**config.mk**
```make
export PLATFORM = sky130hd
export DESIGN_NAME = byte_counter_flat
export DESIGN_NICKNAME = d
export VERILOG_FILES = /design/src/rtl/byte_counter_pkg.sv /design/src/rtl/byte_counter_if.sv /design/src/rtl/byte_counter_next.sv /design/src/rtl/byte_counter.sv /design/src/flat_wrapper.sv
export SDC_FILE = /design/constraint.sdc
export NUM_CORES = 1
export LEC_CHECK = 0
export BUFFER_PORTS_ARGS = -buffer_cell sky130_fd_sc_hd__buf_2
export CORE_AREA = 4 4 41 43
export CTS_CLUSTER_DIAMETER = 100
export DETAILED_ROUTE_END_ITERATION = 12
export DIE_AREA = 0 0 45 47
export PLACE_DENSITY_LB_ADDON = 0.05
export SYNTH_ARGS = -nofsm -noshare
export SYNTH_HDL_FRONTEND = slang
export SYNTH_SLANG_ARGS = --single-unit
```
**constraint.sdc**
```tcl
create_clock -name clk -period 1.9 [get_ports clk]
set_clock_uncertainty 0.2 [all_clocks]
set_input_delay 0.285 -clock clk [delete_from_list [all_inputs] [get_ports clk]]
set_output_delay 0.285 -clock clk [all_outputs]
set_load 0.005 [all_outputs]
```
**src/rtl/byte_counter_pkg.sv**
```systemverilog
// Shared types and helpers for the byte_counter free-running counter.
// Honours BYTE_COUNTER_SATURATE_EN (saturate at all-ones instead of wrapping).
package byte_counter_pkg;

    localparam int unsigned DEFAULT_WIDTH = 8;

    typedef logic [DEFAULT_WIDTH-1:0] count_t;

    // Reference next-value for widths up to 32 bits; sum kept one bit wider to catch overflow.
    function automatic logic [31:0] next_count(input logic [31:0] cur,
                                               input int unsigned step,
                                               input int unsigned width);
        logic [32:0] sum;
        logic [32:0] max;
        max = (33'd1 << width) - 33'd1;
        sum = {1'b0, cur} + {1'b0, step};
`ifdef BYTE_COUNTER_SATURATE_EN
        if (sum > max) begin
            return max[31:0];
        end
        return sum[31:0];
`else
        return sum[31:0] & max[31:0];
`endif
    endfunction

endpackage

```
**src/rtl/byte_counter_if.sv**
```systemverilog
// Output bundle of byte_counter: the registered count value.
// The counter drives it through the master modport; consumers use slave.
interface byte_counter_if
    import byte_counter_pkg::*;
#(
    parameter int unsigned WIDTH = DEFAULT_WIDTH
);

    logic [WIDTH-1:0] count_value;

    modport master (output count_value);
    modport slave  (input  count_value);

endinterface

```
**src/rtl/byte_counter_next.sv**
```systemverilog
// Combinational next-value logic: add STEP, detect overflow, then wrap or saturate.
// Saturation selected by BYTE_COUNTER_SATURATE_EN; default build wraps modulo 2**WIDTH.
module byte_counter_next
    import byte_counter_pkg::*;
#(
    parameter int unsigned WIDTH = DEFAULT_WIDTH,
    parameter int unsigned STEP  = 1
) (
    input  logic [WIDTH-1:0] cur_i,
    output logic [WIDTH-1:0] next_o
);

    logic [WIDTH:0] sum;
    logic           overflow;

    assign sum      = {1'b0, cur_i} + (WIDTH + 1)'(STEP);
    assign overflow = sum[WIDTH];

`ifdef BYTE_COUNTER_SATURATE_EN
    always_comb begin
        next_o = sum[WIDTH-1:0];
        if (overflow) begin
            next_o = '1;
        end
    end
`else
    // Wrap build drops the carry on purpose.
    logic unused_overflow;
    assign unused_overflow = overflow;

    always_comb begin
        next_o = sum[WIDTH-1:0];
    end
`endif

endmodule

```
**src/rtl/byte_counter.sv**
```systemverilog
// Free-running up-counter with registered output and synchronous active-low reset.
// BYTE_COUNTER_SATURATE_EN makes the counter hold at all-ones instead of wrapping.
module byte_counter
    import byte_counter_pkg::*;
#(
    parameter int unsigned WIDTH       = DEFAULT_WIDTH,
    parameter int unsigned STEP        = 1,
    parameter int unsigned RESET_VALUE = 0
) (
    input  logic           clk,
    input  logic           reset,
    byte_counter_if.master cnt_if
);

    logic [WIDTH-1:0] count_q;
    logic [WIDTH-1:0] count_d;
    logic [WIDTH-1:0] count_next;

    byte_counter_next #(
        .WIDTH (WIDTH),
        .STEP  (STEP)
    ) u_next (
        .cur_i  (count_q),
        .next_o (count_next)
    );

    always_comb begin
        count_d = count_next;
    end

    // Reset wins over counting; no initial value, so X until the first reset edge.
    always_ff @(posedge clk) begin
        if (!reset) begin
            count_q <= WIDTH'(RESET_VALUE);
        end else begin
            count_q <= count_d;
        end
    end

    assign cnt_if.count_value = count_q;

endmodule

```
**src/flat_wrapper.sv**
```systemverilog
// flat-port wrapper written by rule: the top's interface ports become plain ports
module byte_counter_flat import byte_counter_pkg::*;
#(
    parameter int unsigned WIDTH       = DEFAULT_WIDTH,
    parameter int unsigned STEP        = 1,
    parameter int unsigned RESET_VALUE = 0
)
  (clk, reset, cnt_if_count_value);
  byte_counter_if #(.WIDTH(WIDTH)) cnt_if_i ();
  input  logic clk;
  input  logic reset;
  output wire logic [$bits(cnt_if_i.count_value)-1:0] cnt_if_count_value;
  assign cnt_if_count_value = cnt_if_i.count_value;
  byte_counter #(.WIDTH(WIDTH), .STEP(STEP), .RESET_VALUE(RESET_VALUE)) u_core (.clk(clk), .reset(reset), .cnt_if(cnt_if_i));
endmodule
```
# Word level (Yosys, flattened, before mapping)
# Cells that the tools add are included.
totals:
  output_inout_bits: 8
  n_memories: 0
  ram_bits: 0
  ff_bits: 8
  rom_bits: 0
  latchBits: 0
classes:
  multipliers: 0
  eq_ne: 0
  magnitude_cmp: 0
  n_addsub: 1
  reduce_logical: 0
  muxes: 0
  shift: 0
  bitwise_logic: 0
  div_mod_pow: 0
op_table:
  columns: ["op", "n"]
  rows:
  - ["8-bit by 1-bit adder with 8-bit output (second input constant)", 1]

# Depth between registers and ports, before layout
logic_depth:
  ltp_word: 1
  ltp_mapped: 4
  depth_no_buf: 4

# Hierarchy
# A second synthesis with hierarchy kept.
hier_totals:
  cells_unflattened: 32
  hier_area_um2: 326.6
modules_own_cells:
  columns: ["module", "seq_area_each_um2", "instances", "cells_per_inst", "area_per_inst_um2"]
  rows:
  - ["byte_counter", 160.2, 1, 16, 210.2]
  - ["byte_counter_next", 0.0, 1, 16, 116.4]

# Worst setup path after synthesis
# No wires, ideal clock.
synth_path:
  path_kind: "register to register"
  start: "register u_core.count_q[0] (netlist: u_core.cnt_if.count_value[0])"
  end: "register u_core.count_q[6] (netlist: u_core.cnt_if.count_value[6])"
  t_required_ps: 1630
  path_buffers: 0
  setup_slack_ps: 493
  setup_time_ps: 70
  period_less_slack_ps: 1407
  arrival_ps: 1137
  stages_incl_launch_ff: 5
  path_cell_list: "dfxtp_1 -> ha_1 -> nand3_2 -> or3_1 -> a21boi_1"
synth_between:
  elab_chain_len: 1
synth_rtl:
  columns: ["item", "line_no", "rtl"]
  rows:
  - ["from (decl)", "byte_counter.sv:15", "logic [WIDTH-1:0] count_q;"]
  - ["from (signal assigned)", "byte_counter.sv:34", "count_q <= WIDTH'(RESET_VALUE);"]
  - ["from (signal assigned)", "byte_counter.sv:36", "count_q <= count_d;"]
  - ["8-bit by 1-bit adder with 8-bit output", "byte_counter_next.sv:16", "assign sum = {1'b0, cur_i} + (WIDTH + 1)'(STEP);"]
# No other way between the ends.
# A chain may end at the register's enable or synchronous reset.

# Final worst setup path
# Ends and elaborated chain as after synthesis.

==> impl_metrics.tcl <==
set metrics [dict create \
    run_status "finished clean" \
    synthDominantAreaCellType "sky130_fd_sc_hd__dfxtp_1" \
    yosys.cell_count.top_type "sky130_fd_sc_hd__dfxtp_1" \
    pwr-share-clk 0.383 \
    timing_worst_slew_pin_value_ps 191 \
    drt-vias-per-instance 4.15 \
    synthesis.instances 32 \
    synth_area_leaders "sky130_fd_sc_hd__dfxtp_1 (49%), sky130_fd_sc_hd__and2_1 (5.8%), sky130_fd_sc_hd__xnor2_1 (5.4%)" \
    sw_frac_of_total 0.201 \
    cts-buffers-inserted 3 \
    final_nets 49 \
    drc 0 \
    rsz0062_at_grt "false" \
    worstPathArrival_ps 1450 \
    floorplan.rows 13 \
    syn-num-nets 35 \
    fp.dieArea_sq_um 2120 \
    combPwrFrac 0.056 \
    synth_cell_type_count 16 \
    min_period_over_period 0.777 \
    finalHoldViolCount 0 \
    timing_max_transition_violations_final 0 \
    io_pins 10 \
    layout_cells_sized_above_1 0.295 \
    worstHoldPathType "input pin to register" \
    postSynth.topFlopCell "sky130_fd_sc_hd__dfxtp_1" \
    die_width_um 45 \
    syn_area_sq_um 324 \
    max_freq_mhz 678 \
    cellLeakagePower_nw 0.187 \
    grt_use_total 0.0634 \
    yosys_register_bits 8 \
    cp-start-kind "register" \
    postCtsResizedCells 0 \
    initialDrtViolationCount 4 \
    max-cap-violations 0 \
    setup_tns_ps 0 \
    finalSetupViolCount 0 \
    clk_root_buffer_cell "sky130_fd_sc_hd__clkbuf_4" \
    cts_hold_buffers 0 \
    largest_register_ffs 8 \
    via_count_of_the_first_global_routing_pass 198 \
    worst_hold_slack_ps 158 \
    fill_count 142 \
    grt_start_max_net_pins 10 \
    ys_async_sr_fraction 0 \
    power_report.internal_total_mw 0.255 \
    cp-end-kind "register" \
    maxSlewHeadroom 0.872 \
    deepest_clock_path_buffer_count 2 \
    timing.critical_path.fanout_max 5 \
    power_frac_seq 0.562 \
    power_switching_mw 0.0644 \
    dr.pass1.iters 2 \
    synth_edf_count 0 \
    register_clock_pin_slew_on_the_reported_worst_setup_and_hold_paths_ps 50 \
    postCtsSetupRepairBufs 0 \
    diodes 0 \
    clock_latency_reported_for_the_late_side_of_the_worst_skew_pair_ps 240 \
    area_growth_syn_to_layout_pct 26.6 \
    pwr_density_cell_nw_per_um2 779 \
    syn-mean-instance-area_sq_um 10.1 \
    synth_common_cells "sky130_fd_sc_hd__dfxtp_1 (8), sky130_fd_sc_hd__and2_1 (3)" \
    core_area_sq_um 1300 \
    via_count 245 \
    final.min_clock_period_ps 1480 \
    worst_ir_drop_vdd_uv 251 \
    initial_utilization 0.249 \
    crit_required_ps 1880 \
    buffer_ports.inserted 9 \
    gp_congestion 0.666 \
    ys_seq_area_frac 0.494 \
    routedWlPerCell_um 9.97 \
    cts.sink_count 8 \
    crit_type "register to register" \
    synth_top_area_share 0.494 \
    global_route_wire_length_before_repair_um 862 \
    detail-route-antenna-nets 0 \
    chipHeight_um 47 \
    grt.overflow.total 0 \
    grt_antenna_before_repair 0 \
    finalWirelength_um 588 \
    synthesis.yosys.warnings 0 \
    cts_tree "done" \
    htreeDepth 1 \
]
## area by class of cell
cell class / count / area, sq um / share of cell area
multi-input combinational: 24 / 164 / 0.399
sequential: 8 / 160 / 0.390
timing repair buffer: 9 / 45.0 / 0.110
clock buffer: 3 / 22.5 / 0.0549
tap: 15 / 18.8 / 0.0457
## per-stage QoR
| stage | total power, mW | area, sq um | setup slack [ps] | std cells | util |
|---|---|---|---|---|---|
| finish | 0.320 | 410 | 425 | 59 | 0.315 |
| global route | 0.343 | 410 | 350 | 59 | 0.315 |
| CTS | 0.330 | 410 | 418 | 59 | 0.315 |
| detailed placement | 0.201 | 388 | 430 | 56 | 0.298 |
| global placement | 0.201 | 388 | 449 | 56 | 0.298 |
| floorplan | 0.191 | 324 | 493 | 32 | - |
## logic make-up after synthesis
logic type                 count (synthesis)  synth area share
DFF                                        8             0.494
xor gates and xnor gates                   3            0.0811
and+or+nand+nor                           15             0.278
adders and majority gates                  1            0.0386
AOI/OAI and AO/OA                          4            0.0772
muxes                                      1            0.0309
## power groups by stage
stage	clock [mW]	sequential (mW)	combinational, mW
2_1_floorplan	0	0.183	0.00854
4_1_cts	0.132	0.179	0.0183
6_report	0.122	0.180	0.0178
3_3_place_gp	0	0.183	0.0183
5_1_grt	0.143	0.180	0.0197
3_5_place_dp	0	0.183	0.0183
## routing by layer
| metal | wire [um] | track usage | vias to the layer above |
|---|---|---|---|
| li1 | - | - | 137 |
| met3 | 34 | 0.0575 | 0 |
| met1 | 309 | 0.0805 | 103 |
| met5 | 0 | 0 | - |
| met4 | 0 | 0.0351 | 0 |
| met2 | 244 | 0.0678 | 5 |
## critical path, cell delays in order (launching register included)
cell                       delay (ps)
sky130_fd_sc_hd__dfxtp_1          390
sky130_fd_sc_hd__ha_1             220
sky130_fd_sc_hd__nand3_2          110
sky130_fd_sc_hd__or3_1            360
sky130_fd_sc_hd__a21boi_1         130
## worst paths after layout
kind,slack (ps),from,depth (start not counted),to
hold / removal,160,reset,2,u_core.cnt_if.count_value[4]$_SDFF_PN0_
setup reg to reg,420,u_core.cnt_if.count_value[0]$_SDFF_PN0_,4,u_core.cnt_if.count_value[6]$_SDFF_PN0_
hold reg to reg,280,u_core.cnt_if.count_value[7]$_SDFF_PN0_,2,u_core.cnt_if.count_value[7]$_SDFF_PN0_
setup / recovery,420,u_core.cnt_if.count_value[0]$_SDFF_PN0_,4,u_core.cnt_if.count_value[6]$_SDFF_PN0_
## cell usage in the layout, fill, tap and decap left out, drive strengths merged
master / n
nand4: 1
o21ai: 2
mux2i: 1
nand2b: 1
and3: 1
or3: 2
ha: 1
nand2: 2
and2: 3
dfxtp: 8
nand3: 3
xnor2: 2
clkbuf: 3
nor2b: 2
buf: 9
xor2: 1
a21boi: 2
(Power assumes the default switching activity.)
